--- config.mk ---
export PLATFORM = sky130hd
export DESIGN_NAME = lsu_rmw_ctrl_flat
export DESIGN_NICKNAME = d
export VERILOG_FILES = /design/src/rtl/lsu_rmw_ctrl_if.sv /design/src/rtl/lsu_rmw_ctrl.sv /design/src/flat_wrapper.sv
export SDC_FILE = /design/constraint.sdc
export NUM_CORES = 1
export LEC_CHECK = 0
export ABC_AREA = 1
export CAP_MARGIN = 20
export CORE_ASPECT_RATIO = 1.2
export CORE_MARGIN = 10
export CORE_UTILIZATION = 35
export DETAILED_ROUTE_END_ITERATION = 10
export DONT_BUFFER_PORTS = 1
export PLACE_DENSITY_LB_ADDON = 0.05
export SLEW_MARGIN = 5
export SYNTH_ARGS = -nofsm -noshare
export SYNTH_HDL_FRONTEND = slang
export SYNTH_SLANG_ARGS = --single-unit
--- constraint.sdc ---
create_clock -name clk_i -period 5.65 [get_ports clk_i]
set_clock_uncertainty 0.2 [all_clocks]
set_input_delay 0.565 -clock clk_i [delete_from_list [all_inputs] [get_ports clk_i]]
set_output_delay 0.565 -clock clk_i [all_outputs]
set_load 0.005 [all_outputs]
--- src/rtl/lsu_rmw_ctrl_if.sv ---
// Core-side request/response handshake and word-bank port of the LSU read-modify-write front end.
// The slave modport is the LSU itself; the master modport is the core/bank environment around it.
interface lsu_rmw_ctrl_if #(
  parameter int DMEM_W    = 11,
  parameter int DMEM_ADDR = 9
);
  logic                 req_valid_i;
  logic                 req_ready_o;
  logic                 req_we_i;
  logic [DMEM_W-1:0]    req_addr_i;
  logic [2:0]           req_funct3_i;
  logic [31:0]          req_wdata_i;

  logic                 rsp_valid_o;
  logic                 rsp_ready_i;
  logic [31:0]          rsp_rdata_o;
  logic                 rsp_err_o;

  logic [DMEM_ADDR-1:0] paddr_o;
  logic                 penable_o;
  logic                 pwrite_o;
  logic [31:0]          pwdata_o;
  logic [2:0]           pfunct_code_o;
  logic [31:0]          prdata_i;

  modport slave (
    input  req_valid_i, req_we_i, req_addr_i, req_funct3_i, req_wdata_i,
    input  rsp_ready_i, prdata_i,
    output req_ready_o, rsp_valid_o, rsp_rdata_o, rsp_err_o,
    output paddr_o, penable_o, pwrite_o, pwdata_o, pfunct_code_o
  );

  modport master (
    output req_valid_i, req_we_i, req_addr_i, req_funct3_i, req_wdata_i,
    output rsp_ready_i, prdata_i,
    input  req_ready_o, rsp_valid_o, rsp_rdata_o, rsp_err_o,
    input  paddr_o, penable_o, pwrite_o, pwdata_o, pfunct_code_o
  );
endinterface

--- src/rtl/lsu_rmw_ctrl.sv ---
// LSU front end: byte/half/word loads and stores mapped onto a word-only memory bank,
// with sub-word stores performed as a read-modify-write and loads extended locally.
module lsu_rmw_ctrl #(
  parameter int DMEM_W    = 11,
  parameter int DMEM_ADDR = 9
) (
  input  logic          clk_i,
  input  logic          rst_ni,
  lsu_rmw_ctrl_if.slave bus
);

  localparam logic [2:0] F3_B      = 3'b000;
  localparam logic [2:0] F3_H      = 3'b001;
  localparam logic [2:0] F3_W      = 3'b010;
  localparam logic [2:0] F3_BU     = 3'b100;
  localparam logic [2:0] F3_HU     = 3'b101;
  localparam logic [2:0] FUNCT_WORD = 3'd2;

  typedef enum logic [1:0] {
    IDLE,
    RD,
    WR,
    RESP
  } state_e;

  state_e      state_q;
  logic        we_q;
  logic [1:0]  off_q;
  logic [2:0]  funct3_q;
  logic [31:0] wdata_q;

  function automatic logic req_legal(input logic we, input logic [2:0] f3, input logic [1:0] off);
    case (f3)
      F3_B:    return 1'b1;
      F3_H:    return !off[0];
      F3_W:    return off == 2'b00;
      F3_BU:   return !we;
      F3_HU:   return !we && !off[0];
      default: return 1'b0;
    endcase
  endfunction

  function automatic logic [31:0] load_extract(input logic [31:0] word, input logic [1:0] off,
                                               input logic [2:0] f3);
    logic [7:0]  b;
    logic [15:0] h;
    b = word[{off, 3'b000} +: 8];
    h = word[{off[1], 4'b0000} +: 16];
    case (f3)
      F3_B:    return {{24{b[7]}}, b};
      F3_H:    return {{16{h[15]}}, h};
      F3_BU:   return {24'd0, b};
      F3_HU:   return {16'd0, h};
      default: return word;
    endcase
  endfunction

  // Only byte and half stores reach the merge; the other lanes keep the word just read.
  function automatic logic [31:0] store_merge(input logic [31:0] word, input logic [31:0] wdata,
                                              input logic [1:0] off, input logic [2:0] f3);
    logic [31:0] m;
    m = word;
    if (f3 == F3_B) m[{off, 3'b000} +: 8] = wdata[7:0];
    else            m[{off[1], 4'b0000} +: 16] = wdata[15:0];
    return m;
  endfunction

  // NOTE: every state and output register below is assigned with <= so all of them sample
  // the same pre-edge values; blocking assignments here would make results depend on order.
  always_ff @(posedge clk_i or negedge rst_ni) begin
    if (!rst_ni) begin
      state_q            <= IDLE;
      we_q               <= 1'b0;
      off_q              <= 2'b00;
      funct3_q           <= 3'b000;
      wdata_q            <= 32'd0;
      bus.req_ready_o    <= 1'b1;
      bus.rsp_valid_o    <= 1'b0;
      bus.rsp_rdata_o    <= 32'd0;
      bus.rsp_err_o      <= 1'b0;
      bus.paddr_o        <= '0;
      bus.penable_o      <= 1'b0;
      bus.pwrite_o       <= 1'b0;
      bus.pwdata_o       <= 32'd0;
      bus.pfunct_code_o  <= 3'd0;
    end else begin
      unique case (state_q)
        IDLE: begin
          if (bus.req_valid_i) begin
            we_q            <= bus.req_we_i;
            off_q           <= bus.req_addr_i[1:0];
            funct3_q        <= bus.req_funct3_i;
            wdata_q         <= bus.req_wdata_i;
            bus.req_ready_o <= 1'b0;
            if (!req_legal(bus.req_we_i, bus.req_funct3_i, bus.req_addr_i[1:0])) begin
              state_q         <= RESP;
              bus.rsp_valid_o <= 1'b1;
              bus.rsp_err_o   <= 1'b1;
              bus.rsp_rdata_o <= 32'd0;
            end else begin
              // Bank outputs come up together with the state so the access starts cleanly.
              bus.paddr_o       <= bus.req_addr_i[DMEM_W-1:2];
              bus.penable_o     <= 1'b1;
              bus.pfunct_code_o <= FUNCT_WORD;
              if (bus.req_we_i && bus.req_funct3_i == F3_W) begin
                state_q      <= WR;
                bus.pwrite_o <= 1'b1;
                bus.pwdata_o <= bus.req_wdata_i;
              end else begin
                state_q      <= RD;
                bus.pwrite_o <= 1'b0;
              end
            end
          end
        end

        RD: begin
          if (we_q) begin
            state_q      <= WR;
            bus.pwrite_o <= 1'b1;
            bus.pwdata_o <= store_merge(bus.prdata_i, wdata_q, off_q, funct3_q);
          end else begin
            state_q           <= RESP;
            bus.rsp_valid_o   <= 1'b1;
            bus.rsp_err_o     <= 1'b0;
            bus.rsp_rdata_o   <= load_extract(bus.prdata_i, off_q, funct3_q);
            bus.penable_o     <= 1'b0;
            bus.pfunct_code_o <= 3'd0;
            bus.paddr_o       <= '0;
          end
        end

        WR: begin
          state_q           <= RESP;
          bus.rsp_valid_o   <= 1'b1;
          bus.rsp_err_o     <= 1'b0;
          bus.rsp_rdata_o   <= 32'd0;
          bus.penable_o     <= 1'b0;
          bus.pwrite_o      <= 1'b0;
          bus.pfunct_code_o <= 3'd0;
          bus.paddr_o       <= '0;
          bus.pwdata_o      <= 32'd0;
        end

        RESP: begin
          if (bus.rsp_ready_i) begin
            state_q         <= IDLE;
            bus.rsp_valid_o <= 1'b0;
            bus.rsp_err_o   <= 1'b0;
            bus.rsp_rdata_o <= 32'd0;
            bus.req_ready_o <= 1'b1;
          end
        end
      endcase
    end
  end

endmodule

--- src/flat_wrapper.sv ---
// flat-port wrapper written by rule: the top's interface ports become plain ports
module lsu_rmw_ctrl_flat 
#(
  parameter int DMEM_W    = 11,
  parameter int DMEM_ADDR = 9
)
  (clk_i, rst_ni, bus_req_valid_i, bus_req_we_i, bus_req_addr_i, bus_req_funct3_i, bus_req_wdata_i, bus_rsp_ready_i, bus_prdata_i, bus_req_ready_o, bus_rsp_valid_o, bus_rsp_rdata_o, bus_rsp_err_o, bus_paddr_o, bus_penable_o, bus_pwrite_o, bus_pwdata_o, bus_pfunct_code_o);
  lsu_rmw_ctrl_if #(.DMEM_W(DMEM_W), .DMEM_ADDR(DMEM_ADDR)) bus_i ();
  input  logic clk_i;
  input  logic rst_ni;
  input wire logic [$bits(bus_i.req_valid_i)-1:0] bus_req_valid_i;
  input wire logic [$bits(bus_i.req_we_i)-1:0] bus_req_we_i;
  input wire logic [$bits(bus_i.req_addr_i)-1:0] bus_req_addr_i;
  input wire logic [$bits(bus_i.req_funct3_i)-1:0] bus_req_funct3_i;
  input wire logic [$bits(bus_i.req_wdata_i)-1:0] bus_req_wdata_i;
  input wire logic [$bits(bus_i.rsp_ready_i)-1:0] bus_rsp_ready_i;
  input wire logic [$bits(bus_i.prdata_i)-1:0] bus_prdata_i;
  output wire logic [$bits(bus_i.req_ready_o)-1:0] bus_req_ready_o;
  output wire logic [$bits(bus_i.rsp_valid_o)-1:0] bus_rsp_valid_o;
  output wire logic [$bits(bus_i.rsp_rdata_o)-1:0] bus_rsp_rdata_o;
  output wire logic [$bits(bus_i.rsp_err_o)-1:0] bus_rsp_err_o;
  output wire logic [$bits(bus_i.paddr_o)-1:0] bus_paddr_o;
  output wire logic [$bits(bus_i.penable_o)-1:0] bus_penable_o;
  output wire logic [$bits(bus_i.pwrite_o)-1:0] bus_pwrite_o;
  output wire logic [$bits(bus_i.pwdata_o)-1:0] bus_pwdata_o;
  output wire logic [$bits(bus_i.pfunct_code_o)-1:0] bus_pfunct_code_o;
  assign bus_i.req_valid_i = bus_req_valid_i;
  assign bus_i.req_we_i = bus_req_we_i;
  assign bus_i.req_addr_i = bus_req_addr_i;
  assign bus_i.req_funct3_i = bus_req_funct3_i;
  assign bus_i.req_wdata_i = bus_req_wdata_i;
  assign bus_i.rsp_ready_i = bus_rsp_ready_i;
  assign bus_i.prdata_i = bus_prdata_i;
  assign bus_req_ready_o = bus_i.req_ready_o;
  assign bus_rsp_valid_o = bus_i.rsp_valid_o;
  assign bus_rsp_rdata_o = bus_i.rsp_rdata_o;
  assign bus_rsp_err_o = bus_i.rsp_err_o;
  assign bus_paddr_o = bus_i.paddr_o;
  assign bus_penable_o = bus_i.penable_o;
  assign bus_pwrite_o = bus_i.pwrite_o;
  assign bus_pwdata_o = bus_i.pwdata_o;
  assign bus_pfunct_code_o = bus_i.pfunct_code_o;
  lsu_rmw_ctrl #(.DMEM_W(DMEM_W), .DMEM_ADDR(DMEM_ADDR)) u_core (.clk_i(clk_i), .rst_ni(rst_ni), .bus(bus_i));
endmodule
==> impl_results.md <==
- Status: complete, no violations
- Least-Margin Pin Slew: 955 ps
- Mapped Cells: 954
- PD cells: 615 nW/um2
- Cell area after placement: 6400 um2
- Share of layout cells above drive strength 1: 0.0617
- FFs w/ async S/R, synth: 1.00
- Reg power frac: 0.331
- Commonest cells post-synth: 436 x nand2_1, 101 x dfrtp_1, 74 x a21oi_1
- CORE AREA: 18000 um2
- Fin nets: 1011
- DR WL/cell: 19.6 um
- Leakage dissipation: 3.51 nW
- Grt met3 use: 0.0560
- Worst Hold Class: in -> reg
- Syn_area_per_cell: 6.70 um2
- Layout area overhead: 6.09%
- Via Count: 5918
- Detail Placement HPWL: 16800 um
- Multi-input gate area: 3290 um2
- Antenna-violating nets left: 0
- Sequential cell area: 2550 um2
- Sw frac: 0.507
- Sequential share of the synthesized area: 0.399
- Std-Cell Rows: 54
- Total I/O pin count: 164
- Met2 Track Usage GR: 0.286
- Synth cell types: 34
- Tmin final: 3090 ps
- Syn. warnings: 0
- Die height: 168 um
- Post-layout util: 0.376
- Initial core utilization: 0.354
- Vias in the first global route: 5690
- Overflow after GRT: 0
- Yosys top cell area share: 0.395
- CTS root buf: clkbuf_16
- CTS Buffer Depth: 2
- DRT iter0 DRCs: 463
- Slew Viols, Final: 0
- IO buf count: 0
- First-pass GRT wire length: 34700 um
- Max cap viols: 0
- Worst-path fanout max: 51
- Final setup fails: 0
- Post-Route WL: 22500 um
- Total CTS buffers: 9
- Worst-path clk slew: 80 ps
- Clock power frac: 0.170
- Clock sink total: 102
- Layout filler cell count: 1975
- Count leader, synth: nand2_1
- GRT busiest layer: met2
- Vias per Instance: 5.16
- Worst EP required: 5750 ps
- FF+latch count, synth: 102
- Chip Width: 143 um
- Setup slack after layout: 2560 ps
- Antenna cells: 0
- Syn Std Cell Area: 6390 um2
- Pre-CTS setup slack: 2100 ps
- Worst Setup Start Kind: flop
- VDD IR max: 0.000301 V
- Cell-internal power: 2.06 mW
- Worst skew pair latency: 360 ps
- CP Class: reg -> reg
- Initial antenna violation count: 0
- Worst Path Arrival: 3190 ps
- Final hold vios: 0
- Logic pwr share: 0.499
- Max Fclk: 323 MHz
- Unrepaired setup endpoints after global routing: false
- Largest net degree at the start of global routing: 103
- H-tree depth: 3
- Area leader, netlist: dfrtp_1
- Slew margin rel.: 0.364
- Crit end category: flop
- Gpl congestion: 0.869
- Worst hold slack: 144 ps
- Sw power: 2.11 mW
- CTS tree: done
- Number of synthesized flops with an enable pin: 0
- Area contributors post-synth: dfrtp_1 40%, nand2_1 26%, a21oi_1 5.8%
- Design area: 6780 um2
- Prevailing post-synth register cell: dfrtp_1
- Die Area: 24100 um2
- Drc violations: 0
- Total GRT Usage: 0.185
- Met1 Track Usage GR: 0.242
- Fin crit share: 0.548
- Sum Neg Setup Slack: 0 ps
- Post-CTS Setup Repair Bufs: 0
- Iteration count of the initial detailed-routing pass: 5
-- cell type report --
| type | count | share of cell area |
|---|---|---|
| flip-flops and latches | 102 | 0.377 |
| clock inverters | 7 | 0.0153 |
| inverters | 62 | 0.0350 |
| clock buffers | 9 | 0.0332 |
| multi-input cells | 737 | 0.486 |
| well taps | 224 | 0.0413 |
| repair buffers | 7 | 0.0129 |
-- flip-flops by register name (all words and copies together), names as in the netlist --
name	count
u_core.bus.pwdata_o	32
u_core.bus.rsp_rdata_o	32
u_core.wdata_q	16
u_core.bus.paddr_o	9
u_core.funct3_q	3
u_core.off_q	2
u_core.state_q	2
u_core.bus.pfunct_code_o	1
u_core.bus.pwrite_o	1
u_core.bus.req_ready_o	1
u_core.bus.rsp_err_o	1
u_core.bus.rsp_valid_o	1
u_core.we_q	1
-- worst max-delay path, cell delays in order, from the launching register on --
cell and delay, ps:
dfrtp_2 750, buf_4 520, ha_1 230, clkinv_1 280, nor2_1 510, nand2_1 150, nand2_1 90, nand2_1 70
nand2_1 60, nand2_1 60, nand2_1 90
-- metal layers --
| layer | vias up | part of all wire | routed length [um] |
|---|---|---|---|
| li1 | 2948 | - | - |
| met1 | 2753 | 0.43 | 9760 |
| met2 | 191 | 0.46 | 10400 |
| met3 | 26 | 0.083 | 1880 |
| met4 | 0 | 0.021 | 470 |
| met5 | - | 0 | 0 |
-- stage by stage --
stage          cells  total power, mW
5_1_grt         1148             4.61
4_1_cts         1147             4.24
2_1_floorplan    955             2.99
3_3_place_gp    1129             3.46
6_report        1148             4.17
3_5_place_dp    1129             3.49
-- what timing repair did --
item / 4_1_cts / 5_1_grt
endpoints found under the hold margin: 102 / 0
gates resized for setup: 0 / 0
hold buffers: 2 / 0
-- layout by cell type, fill, tap and decap left out, types with 4 or more instances in the layout --
cell type	Yosys	routed
nand2_1	436	436
dfrtp_1	101	100
a21oi_1	74	74
o21ai_0	61	61
nand3_1	60	60
inv_1	52	52
nor2_1	42	42
or2_2	9	9
nor3_1	9	9
nand4_1	9	9
ha_1	9	9
clkbuf_16	0	9
mux2_2	7	7
inv_2	6	6
o211ai_1	5	5
buf_4	16	4
-- final timing paths --
| path | from | endpoint | slack (ps) | cells after the start |
|---|---|---|---|---|
| worst max-delay path | u_core.off_q[1]$_DFFE_PN0P_ | u_core.bus.pwdata_o[25]$_DFFE_PN0P_ | 2560 | 10 |
| worst min-delay path | bus_req_wdata_i[12] | u_core.wdata_q[12]$_DFFE_PN0P_ | 140 | 1 |
| worst max register to register | u_core.off_q[1]$_DFFE_PN0P_ | u_core.bus.pwdata_o[25]$_DFFE_PN0P_ | 2560 | 10 |
| worst min register to register | u_core.bus.req_ready_o$_DFFE_PN1P_ | u_core.bus.req_ready_o$_DFFE_PN1P_ | 300 | 2 |
| max in group asynchronous | rst_ni | u_core.wdata_q[13]$_DFFE_PN0P_ | 4190 | 2 |
| min in group asynchronous | rst_ni | u_core.state_q[1]$_DFFE_PN0P_ | 570 | 2 |
-- power groups by stage --
stage | combinational (mW) | sequential [mW] | clock, mW
final | 2.08 | 1.38 | 0.711
after global routing | 2.42 | 1.44 | 0.760
after CTS | 2.11 | 1.39 | 0.733
after global placement | 2.06 | 1.40 | 0
after floorplan | 1.76 | 1.23 | 0
after detailed placement | 2.08 | 1.41 | 0
-- cell families (layout without fill, tap and decap cells) --
logic type,count (synthesis),after routing,share of synthesized area
compound gates,142,142,0.114
mux,7,7,0.0123
other cells,1,2,0.000587
buf+inv,116,85,0.0861
fa+ha+maj,9,9,0.0176
simple gates,577,577,0.370
flops,102,102,0.399
Note: power is estimated with default switching activity, not from simulation.
